`src/rtl/decode_pkg.sv`:
```
// rtl/decode_pkg.sv - opcodes, funct codes and issue-bundle type shared by decode_issue
package decode_pkg;

  localparam logic [2:0] OP_R   = 3'b000;
  localparam logic [2:0] OP_FMV = 3'b001;
  localparam logic [2:0] OP_F   = 3'b010;
  localparam logic [2:0] OP_I   = 3'b100;
  localparam logic [2:0] OP_L   = 3'b101;
  localparam logic [2:0] OP_B   = 3'b110;
  localparam logic [2:0] OP_J   = 3'b111;

  // Jump flavours under OP_J; memory kind is funct[2:1] under OP_L.
  localparam logic [2:0] FN_J    = 3'b000;
  localparam logic [2:0] FN_JAL  = 3'b001;
  localparam logic [2:0] FN_JALR = 3'b010;
  localparam logic [1:0] FN_LD   = 2'b00;
  localparam logic [1:0] FN_ST   = 2'b01;

  localparam logic [5:0] REG_ZERO  = 6'b000000;
  localparam logic [5:0] REG_FZERO = 6'b100000;

  typedef struct packed {
    logic [6:0] aluctl;
    logic [6:0] rd;
    logic       mre;
    logic       mwe;
    logic [6:0] branch;
    logic       jump;
  } issue_bundle_t;

  function automatic logic no_fwd(input logic [5:0] a);
    return (a == REG_ZERO) || (a == REG_FZERO);
  endfunction

endpackage

```
`src/rtl/dec_scoreboard.sv`:
```
// rtl/dec_scoreboard.sv - per-register result-latency counters, reports busy source registers
module dec_scoreboard #(
  parameter int LOAD_LAT = 2,
  parameter int FPU_LAT  = 3
) (
  input  logic       clk_i,
  input  logic       rst_i,
  input  logic       set_i,
  input  logic       set_fp_i,
  input  logic [5:0] set_rd_i,
  input  logic [5:0] rs1_i,
  input  logic [5:0] rs2_i,
  output logic       rs1_busy_o,
  output logic       rs2_busy_o
);

  localparam int MAXLAT = (LOAD_LAT > FPU_LAT) ? LOAD_LAT : FPU_LAT;
  localparam int CW     = $clog2(MAXLAT + 1);

  logic [CW-1:0] cnt_q [64];
  logic [CW-1:0] cnt_d [64];

  // A fresh issue write wins over the countdown of the same register.
  always_comb begin
    for (int r = 0; r < 64; r++) begin
      cnt_d[r] = cnt_q[r];
      if (cnt_q[r] != '0) cnt_d[r] = cnt_q[r] - CW'(1);
      if (set_i && (set_rd_i == 6'(r))) cnt_d[r] = set_fp_i ? CW'(FPU_LAT) : CW'(LOAD_LAT);
    end
  end

  always_ff @(posedge clk_i) begin
    if (!rst_i) cnt_q <= '{default: '0};
    else        cnt_q <= cnt_d;
  end

  assign rs1_busy_o = (cnt_q[rs1_i] != '0);
  assign rs2_busy_o = (cnt_q[rs2_i] != '0);

endmodule

```
`src/rtl/decode_issue.sv`:
```
// rtl/decode_issue.sv - decode/issue stage: forwarding, latency scoreboard, valid/ready issue register
// Optional perf_issue_cnt/perf_hazard_cnt outputs under DECODE_ISSUE_PERF_EN.
module decode_issue
  import decode_pkg::*;
#(
  parameter int XLEN     = 32,
  parameter int PC_W     = 27,
  parameter int ADDR_W   = 30,
  parameter int NFWD     = 2,
  parameter int LOAD_LAT = 2,
  parameter int FPU_LAT  = 3
) (
  input  logic                 clk_i,
  input  logic                 rst_i,
  input  logic                 if_valid_i,
  input  logic [31:0]          if_inst_i,
  input  logic [PC_W-1:0]      if_pc_i,
  output logic                 if_ready_o,
  output logic [5:0]           rs1_addr_o,
  output logic [5:0]           rs2_addr_o,
  input  logic [XLEN-1:0]      rs1_rdata_i,
  input  logic [XLEN-1:0]      rs2_rdata_i,
  input  logic [NFWD-1:0]      fwd_valid_i,
  input  logic [NFWD*6-1:0]    fwd_rd_i,
  input  logic [NFWD*XLEN-1:0] fwd_data_i,
  input  logic                 flush_i,
  output logic                 dec_valid_o,
  input  logic                 dec_ready_i,
  output logic [XLEN-1:0]      dec_op1_o,
  output logic [XLEN-1:0]      dec_op2_o,
  output logic [6:0]           dec_aluctl_o,
  output logic [6:0]           dec_rd_o,
  output logic                 dec_mre_o,
  output logic                 dec_mwe_o,
  output logic [6:0]           dec_branch_o,
  output logic                 dec_jump_o,
  output logic [PC_W-1:0]      dec_npc_o,
  output logic [ADDR_W-1:0]    dec_daddr_o
`ifdef DECODE_ISSUE_PERF_EN
  ,
  output logic [31:0]          perf_issue_cnt_o,
  output logic [31:0]          perf_hazard_cnt_o
`endif
);

  logic [2:0]      op, funct;
  logic            isfloat, is_load, rd_valid, rs2_used;
  logic [XLEN-1:0] imm_il, imm_sb, rs1_val, rs2_val;
  logic            rs1_busy, rs2_busy, hazard, load_en, issue, sb_set;

  issue_bundle_t   bundle_d, bundle_q;
  logic [XLEN-1:0] op1_d, op1_q, op2_d, op2_q;
  logic [PC_W-1:0] npc_d, npc_q;
  logic [ADDR_W-1:0] daddr_d, daddr_q;
  logic            dec_valid_q;

  assign op       = if_inst_i[2:0];
  assign funct    = if_inst_i[5:3];
  assign isfloat  = (op == OP_F);
  assign is_load  = (op == OP_L) && (funct[2:1] == FN_LD);
  assign rs2_used = op inside {OP_R, OP_FMV, OP_F, OP_B};
  assign imm_il   = {{(XLEN-16){if_inst_i[21]}}, if_inst_i[21:6]};
  assign imm_sb   = {{(XLEN-16){if_inst_i[26]}}, if_inst_i[26:11]};

  assign rs1_addr_o = {isfloat, if_inst_i[31:27]};
  assign rs2_addr_o = {isfloat, if_inst_i[10:6]};

  // Walk sources oldest-first so the youngest matching one is written last.
  always_comb begin
    rs1_val = rs1_rdata_i;
    rs2_val = rs2_rdata_i;
    for (int i = NFWD - 1; i >= 0; i--) begin
      if (fwd_valid_i[i] && (fwd_rd_i[i*6 +: 6] == rs1_addr_o) && !no_fwd(rs1_addr_o))
        rs1_val = fwd_data_i[i*XLEN +: XLEN];
      if (fwd_valid_i[i] && (fwd_rd_i[i*6 +: 6] == rs2_addr_o) && !no_fwd(rs2_addr_o))
        rs2_val = fwd_data_i[i*XLEN +: XLEN];
    end
  end

  always_comb begin
    case (op)
      OP_R, OP_FMV, OP_F, OP_I: rd_valid = 1'b1;
      OP_L:                     rd_valid = is_load;
      OP_J:                     rd_valid = (funct != FN_J);
      default:                  rd_valid = 1'b0;
    endcase
  end

  always_comb begin
    bundle_d.aluctl = {if_inst_i[11], op, funct};
    bundle_d.rd     = {rd_valid, isfloat, if_inst_i[26:22]};
    bundle_d.mre    = is_load;
    bundle_d.mwe    = (op == OP_L) && (funct[2:1] == FN_ST);
    bundle_d.jump   = (op == OP_J);
    bundle_d.branch = '0;
    if (op == OP_B) begin
      bundle_d.branch[6] = 1'b1;
      for (int b = 0; b < 6; b++) bundle_d.branch[b] = (funct == 3'(b));
    end
  end

  always_comb begin
    op1_d = (op == OP_J) ? XLEN'(if_pc_i) : rs1_val;
    case (op)
      OP_I, OP_L: op2_d = imm_il;
      OP_J:       op2_d = XLEN'(4);
      default:    op2_d = rs2_val;
    endcase
    daddr_d = ADDR_W'(rs1_val + imm_il);
    if (op == OP_J && funct == FN_J)         npc_d = if_pc_i + PC_W'({if_inst_i[30:6], 2'b00});
    else if (op == OP_J && funct == FN_JAL)  npc_d = if_pc_i + PC_W'({imm_il, 2'b00});
    else if (op == OP_J && funct == FN_JALR) npc_d = rs1_val[PC_W-1:0] + PC_W'({imm_il, 2'b00});
    else                                     npc_d = if_pc_i + PC_W'({imm_sb, 2'b00});
  end

  assign hazard     = rs1_busy | (rs2_used & rs2_busy);
  assign load_en    = ~dec_valid_q | dec_ready_i;
  assign if_ready_o = rst_i & load_en & ~hazard;
  assign issue      = if_valid_i & if_ready_o & ~flush_i;
  assign sb_set     = issue & ((is_load & (if_inst_i[26:22] != 5'd0)) | isfloat);

  dec_scoreboard #(.LOAD_LAT(LOAD_LAT), .FPU_LAT(FPU_LAT)) u_sb (
    .clk_i     (clk_i),
    .rst_i     (rst_i),
    .set_i     (sb_set),
    .set_fp_i  (isfloat),
    .set_rd_i  ({isfloat, if_inst_i[26:22]}),
    .rs1_i     (rs1_addr_o),
    .rs2_i     (rs2_addr_o),
    .rs1_busy_o(rs1_busy),
    .rs2_busy_o(rs2_busy)
  );

  always_ff @(posedge clk_i) begin
    if (!rst_i) begin
      dec_valid_q <= 1'b0;
      bundle_q    <= '0;
      op1_q       <= '0;
      op2_q       <= '0;
      npc_q       <= '0;
      daddr_q     <= '0;
    end else begin
      if (flush_i)      dec_valid_q <= 1'b0;
      else if (load_en) dec_valid_q <= issue;
      if (issue) begin
        bundle_q <= bundle_d;
        op1_q    <= op1_d;
        op2_q    <= op2_d;
        npc_q    <= npc_d;
        daddr_q  <= daddr_d;
      end
    end
  end

  assign dec_valid_o  = dec_valid_q;
  assign dec_op1_o    = op1_q;
  assign dec_op2_o    = op2_q;
  assign dec_aluctl_o = bundle_q.aluctl;
  assign dec_rd_o     = bundle_q.rd;
  assign dec_mre_o    = bundle_q.mre;
  assign dec_mwe_o    = bundle_q.mwe;
  assign dec_branch_o = bundle_q.branch;
  assign dec_jump_o   = bundle_q.jump;
  assign dec_npc_o    = npc_q;
  assign dec_daddr_o  = daddr_q;

`ifdef DECODE_ISSUE_PERF_EN
  logic [31:0] perf_issue_q, perf_hazard_q;

  always_ff @(posedge clk_i) begin
    if (!rst_i) begin
      perf_issue_q  <= '0;
      perf_hazard_q <= '0;
    end else begin
      if (issue)                            perf_issue_q  <= perf_issue_q + 32'd1;
      if (if_valid_i && hazard && load_en)  perf_hazard_q <= perf_hazard_q + 32'd1;
    end
  end

  assign perf_issue_cnt_o  = perf_issue_q;
  assign perf_hazard_cnt_o = perf_hazard_q;
`endif

endmodule

```
`config.mk`:
```
export PLATFORM = sky130hd
export DESIGN_NAME = decode_issue
export DESIGN_NICKNAME = d
export VERILOG_FILES = /design/src/rtl/decode_pkg.sv /design/src/rtl/dec_scoreboard.sv /design/src/rtl/decode_issue.sv
export SDC_FILE = /design/constraint.sdc
export NUM_CORES = 1
export LEC_CHECK = 0
export BUFFER_PORTS_ARGS = -buffer_cell sky130_fd_sc_hd__buf_2
export CAP_MARGIN = 10
export CORE_MARGIN = 2
export CORE_UTILIZATION = 45
export DETAILED_ROUTE_END_ITERATION = 10
export HOLD_SLACK_MARGIN = 0.06
export PLACE_DENSITY = 0.69
export SLEW_MARGIN = 25
export SYNTH_ARGS = -nofsm -noshare
export SYNTH_HDL_FRONTEND = slang
export SYNTH_SLANG_ARGS = --single-unit
export TNS_END_PERCENT = 5
```
`constraint.sdc`:
```
create_clock -name clk_i -period 4.25 [get_ports clk_i]
set_clock_uncertainty 0.15 [all_clocks]
set_input_delay 0 -clock clk_i [delete_from_list [all_inputs] [get_ports clk_i]]
set_output_delay 0 -clock clk_i [all_outputs]
set_load 0.005 [all_outputs]
```
==> summary.txt, run 1 <==
top cell type's share of synthesized area: 26.0%
number of global-route vias before repair: 21,400
area leader, netlist: dfxtp_1
number of synthesized flops with an enable pin: 0
Final setup viols: 0
initial drt markers: 1,895
CTS buffer count: 34
Synth top cells by count: 335 x nor2_1, 302 x a21oi_1, 274 x dfxtp_1, 189 x nand2_1, 168 x inv_1
xor/xnor cell area share of the yosys netlist: 6.63%
grt ovf: 0
RSZ-0062 raised after global routing: yes
Vias: 22,100
Post-CTS Setup Bufs: 0
post-synthesis compound-gate area fraction: 21.9%
Post-DRT Antenna Nets: 0
Sw Ratio: 36.0%
final hold violations: 0
Die H: 221 microns
final core occ: 58.3%
Pint: 0.00760 W
Pwr Density: 439 mW/mm^2
Worst Path Class, Setup: in -> reg
Worst-path clk slew: 0.06 ns
area grow syn2layout: 28.3%
syn nets: 2,957
buffers added on ports: 364
crit path cell chain: buf_2 -> buf_4 -> nor3_1 -> or3_1 -> a211o_1 -> a21oi_4 -> buf_6 -> mux2i_1 -> dlygate4sd3_1 -> a21oi_1 -> dlygate4sd3_1 -> a221oi_1 -> dlygate4sd3_1 -> nor3_1
Tcrit/Tclk final: 97.2%
Async S/R FF share, synth: 0%
Leak: 11.9 nW
DP Wirelength: 58.7 mm
max_cap viols: 0
Worst VDD drop: 309 uV
Gate power share: 44.2%
Max Root-Sink Buffers: 3
slew margin rel.: 18.9%
Setup crit end kind: flip-flop
io pins: 365
Area contributors post-synth: dfxtp_1 26%, ha_1 9.8%, a21oi_1 7.2%, nor2_1 6.0%, mux2i_1 5.3%
Final nets: 3,547
status: complete, no violations
post-route setup slack: 0.118 ns
NetSw: 0.00428 W
Final Non-Filler Cells: 3,803
TritonRoute pass-1 iters: 6
Diodes inserted: 0
Starting Density: 45.4%
clk root buf: clkbuf_16
Synth Instances: 2,582
YS warnings: 0
synth unique cells: 91
Slew Limit Fails: 0
wire length per cell: 20.7 microns
CTS sink cnt: 274
critical path's largest stage delay: 0.61 ns
Clk Latency, worst-skew pair: 0.56 ns
ys flop type: dfxtp_1
register bit total from synthesis: 274
Worst EP required: 4.50 ns
Post-Synth Simple-Gate Area: 17.1%
Tot GR Track Use: 31.2%
Least-Margin Pin Slew: 1.21 ns
Post-Synth Adder-Cell Area: 10.2%
Fmax: 242 MHz
most frequent CP cell: dlygate4sd3_1
global-route wire length before repair: 118 mm
largest net degree at the start of global routing: 124
Flop pwr share: 30.0%
slowest stage cell, crit path: dlygate4sd3_1
placed cells: 3,586
Mapped Avg Cell Area: 8.17 sq um
GPL Wtd Cong: 0.953
Post-Syn Area: 0.0211 sq mm
Final Power: 0.0119 W
Die ar.: 0.0487 sq mm
mux cell area share after synthesis: 10.9%
Place WS: -0.480 ns
startpoint types: primary input
H-tree depth: 2
sequential fraction of the synthesis area: 26.0%
vias per cell: 5.80
Residual DRC: 0
clock network power share: 25.8%
most frequent cell after synthesis: nor2_1
Worst Path Max Fanout: 31
final hold slack: 0.0765 ns
minimum clock period: 4.13 ns
# rows: 79
Final Routed Wirelength: 78.8 mm
Hold Path Class: in -> reg
Die X-Extent: 221 microns
share of cells above drive strength 1: 24.5%
CTS tree: built
initial antenna violation count: 0
core box area: 0.0465 sq mm
Worst EP arrival: 4.38 ns
main combinational cell family by area after synthesis: compound AO/OA/AOI/OAI gates
## cells in the final DEF (no fill, tap or decap), drive strengths merged, types with 68 or more instances in the layout
cell type,Yosys,layout
nand3,72,72
ha,165,165
o21ai,68,68
xnor2,86,86
a21oi,316,316
dfxtp,274,274
buf,76,550
nor2,335,335
nand2,200,200
inv,171,174
mux2i,113,113
xor2,73,73
dlygate4sd3,0,157
## logic make-up (layout without fill, tap and decap cells)
| logic type | count (synthesis) | in the layout |
|---|---|---|
| AO/OA/AOI/OAI | 675 | 675 |
| XOR/XNOR | 159 | 159 |
| adder cells (fa/ha/maj) | 169 | 169 |
| buffers and inverters | 326 | 940 |
| flip-flops | 274 | 274 |
| multiplexers | 180 | 180 |
| AND/OR/NAND/NOR | 799 | 799 |
## through the flow
| stage | area, sq um | setup TNS, ns |
|---|---|---|
| floorplan | 21100 | 0 |
| global placement | 24300 | -4.56 |
| detailed placement | 24300 | -7.18 |
| CTS | 27000 | 0 |
| global route | 27100 | -0.0532 |
| finish | 27100 | 0 |
## per-layer routing
layer	share of wire [%]	GRT usage [%]	vias up
met2	45	49.9	955
met5	0	0	-
met3	8.2	5.62	227
met4	4.1	12.7	0
li1	-	-	10400
met1	42	41.4	10500
## sequential cells by signal, indices dropped and copies added, names as in the netlist
register and count:
dec_valid_o 1, dec_npc_o 27, dec_aluctl_o 7, dec_op1_o 32, dec_branch_o 7, u_sb.cnt_q 128
dec_mwe_o 1, dec_rd_o 7, dec_daddr_o 30, dec_jump_o 1, dec_mre_o 1, dec_op2_o 32
## layout make-up
class	instances	area, sq um
clock buffers	47	960
repair buffers	709	4870
inverters	171	654
flip-flops and latches	274	5490
clock inverters	13	190
multi-input cells	1982	14200
fillers	4137	19400
well taps	607	759
## power by group through the flow
stage | clock [W] | sequential [W] | combinational [W]
3_5_place_dp | 0 | 0.00360 | 0.00502
3_3_place_gp | 0 | 0.00356 | 0.00470
2_1_floorplan | 0 | 0.00353 | 0.00367
5_1_grt | 0.00318 | 0.00363 | 0.00581
6_report | 0.00307 | 0.00356 | 0.00525
4_1_cts | 0.00311 | 0.00355 | 0.00519
## worst paths after layout
| check | start | cells after the start | endpoint | slack [ns] |
|---|---|---|---|---|
| max | if_inst_i[7] | 14 | dec_op2_o[3]$_SDFFE_PN0P_ | 0.12 |
| min | if_inst_i[8] | 3 | dec_op2_o[2]$_SDFFE_PN0P_ | 0.08 |
| max reg2reg | u_sb.cnt_q[76]$_SDFFE_PN0P_ | 10 | dec_op2_o[6]$_SDFFE_PN0P_ | 0.33 |
| min reg2reg | dec_op2_o[2]$_SDFFE_PN0P_ | 2 | dec_op2_o[2]$_SDFFE_PN0P_ | 0.30 |
## repair_timing
| action | CTS | global route |
|---|---|---|
| endpoints found under the hold margin | 197 | 0 |
| hold buffers | 157 | 0 |
| resized for setup | 0 | 21 |
| setup endpoints to repair | 0 | 27 |
## worst max-delay path, delay by kind of cell
family | cells | cell delay [ns]
mux | 1 | 0.24
simple gates | 3 | 0.47
compound gates | 4 | 0.90
buf+inv | 6 | 2.74
Note: power is estimated with default switching activity, not from simulation.
==> run 2: changes to the inputs <==
--- a/config.mk
+++ b/config.mk
@@ -7,7 +7,7 @@
 export LEC_CHECK = 0
 export BUFFER_PORTS_ARGS = -buffer_cell sky130_fd_sc_hd__buf_2
 export CAP_MARGIN = 10
-export CORE_MARGIN = 2
+export CORE_MARGIN = 8
 export CORE_UTILIZATION = 45
 export DETAILED_ROUTE_END_ITERATION = 10
 export HOLD_SLACK_MARGIN = 0.06
==> summary.txt, run 2 (synthesis results as in run 1) <==
status: complete, no violations
Tcrit/Tclk final: 95.1%
Pwr Density: 440 mW/mm^2
Max Root-Sink Buffers: 3
Final Power: 0.0119 W
clk root buf: clkbuf_16
max_cap viols: 0
Flop pwr share: 29.8%
critical path's largest stage delay: 0.63 ns
worst path bufs/invs: 5
Clk Latency, worst-skew pair: 0.57 ns
commonest non-fill, non-tap cell in the layout: buf_2
Sw Ratio: 36.1%
most frequent cells in the layout: 363 x buf_2, 335 x nor2_1, 301 x a21oi_1
Tot GR Track Use: 28.7%
crit path cell chain: dlygate4sd3_1 -> buf_2 -> nor3_1 -> or3_1 -> a211o_1 -> a21oi_4 -> buf_6 -> mux2i_1 -> dlygate4sd3_1 -> a21oi_1 -> a221oi_1 -> dlygate4sd3_1 -> nor3_1
Leak: 12.0 nW
grt ovf: 0
CP endpoint: dec_op2_o[1]$_SDFFE_PN0P_
CP startpoint: if_inst_i[10]
Die H: 233 microns
Fmax: 247 MHz
initial antenna violation count: 1
TritonRoute pass-1 iters: 6
number of global-route vias before repair: 22,000
slew margin rel.: 30.1%
CTS buffer count: 35
worst reg2reg path depth: 11
Worst-path clk slew: 0.06 ns
DP Wirelength: 61.4 mm
CTS sink cnt: 274
R2R setup slack: 0.28 ns
reg2reg start: u_sb.cnt_q[106]$_SDFFE_PN0P_
Final Routed Wirelength: 81.7 mm
Hold Path Class: in -> reg
minimum clock period: 4.04 ns
Diodes inserted: 0
area grow syn2layout: 28.5%
slowest stage cell, crit path: dlygate4sd3_1
Setup crit end kind: flip-flop
vias per cell: 5.81
Least-Margin Pin Slew: 1.04 ns
Worst Path Max Fanout: 31
Top reg by flops: u_sb.cnt_q
io pins: 365
largest net degree at the start of global routing: 147
Slew Limit Fails: 0
global-route wire length before repair: 124 mm
startpoint types: primary input
GPL Wtd Cong: 0.952
CP delay by family, top: buffers and inverters
NetSw: 0.00431 W
r2r endpoint: dec_op1_o[7]$_SDFFE_PN0P_
# rows: 79
Die X-Extent: 233 microns
Pint: 0.00763 W
Worst Path Class, Setup: in -> reg
WP depth: 13
Worst VDD drop: 295 uV
Residual DRC: 0
Final nets: 3,554
Gate power share: 44.1%
clock network power share: 26.1%
RSZ-0062 raised after global routing: no
flip-flop count of the largest register after layout: 128
Final setup viols: 0
most frequent CP cell: dlygate4sd3_1
H-tree depth: 2
initial drt markers: 1,792
fillcell total: 4,197
buffers added on ports: 364
Post-CTS Setup Bufs: 0
Post-DRT Antenna Nets: 0
Die ar.: 0.0541 sq mm
CTS tree: built
Starting Density: 45.4%
setup TNS: 0 ns
core box area: 0.0465 sq mm
Worst EP arrival: 4.28 ns
Worst EP required: 4.49 ns
wire length per cell: 21.4 microns
share of cells above drive strength 1: 24.6%
final hold violations: 0
Vias: 22,200
run 2: stage by stage:
stage | hold slack (ns) | std cells | utilization, % | setup slack [ns] | cell area, sq um
finish | 0.0862 | 3812 | 58.4 | 0.207 | 27100
floorplan | -0.0772 | 2582 | - | 0.0106 | 21100
detailed placement | 0.0358 | 3591 | 52.3 | -0.440 | 24300
global placement | 0.0251 | 3591 | 52.3 | -0.326 | 24300
global route | 0.116 | 3812 | 58.4 | 0.0321 | 27100
CTS | 0.0626 | 3812 | 58.3 | 0.110 | 27100
run 2: layout make-up:
type	instances	area, sq um	area share (%)
Inverter	171	654	2.41
Clock buffer	51	1020	3.75
Timing Repair Buffer	715	4900	18.1
Tap cell	607	759	2.80
Sequential cell	274	5490	20.2
Multi-Input combinational cell	1982	14100	52.1
Clock inverter	12	166	0.614
run 2: how the worst min path moves through the flow:
| stage | start | end | slack (ns) | cells after the start |
|---|---|---|---|---|
| final | fwd_data_i[32] | dec_npc_o[0]$_SDFFE_PN0P_ | 0.09 | 6 |
| after global routing | if_valid_i | dec_valid_o$_SDFFE_PP0N_ | 0.12 | 4 |
| after CTS | if_valid_i | dec_valid_o$_SDFFE_PP0N_ | 0.06 | 4 |
| after detailed placement | flush_i | dec_valid_o$_SDFFE_PP0N_ | 0.04 | 2 |
| after global placement | flush_i | dec_valid_o$_SDFFE_PP0N_ | 0.03 | 2 |
| after floorplan | flush_i | dec_valid_o$_SDFFE_PP0N_ | -0.08 | 1 |
run 2: layer usage:
metal	GRT usage [%]	wire length, microns	up-vias
met5	0	13	-
met4	13.2	3740	2
met3	4.92	6330	218
met2	47.1	37800	932
met1	36.6	33900	10600
li1	-	-	10400
run 2: worst reg2reg max path, delay by kind of cell (launching register included):
family,cells,cell delay [ns]
AOI/OAI and AO/OA,5,1.65
buffers and inverters,3,1.36
DFF,1,0.34
and+or+nand+nor,3,0.43
run 2: power groups by stage:
stage / clock (W) / combinational [W] / sequential (W)
2_1_floorplan: 0 / 0.00367 / 0.00353
3_3_place_gp: 0 / 0.00472 / 0.00356
3_5_place_dp: 0 / 0.00502 / 0.00360
4_1_cts: 0.00315 / 0.00521 / 0.00355
5_1_grt: 0.00325 / 0.00579 / 0.00362
6_report: 0.00311 / 0.00527 / 0.00356
run 2: timing repair:
item / in CTS / in global routing
gates resized for setup: 0 / 14
setup endpoints to repair: 0 / 21
hold buffers: 158 / 0
hold endpoints to repair: 240 / 0
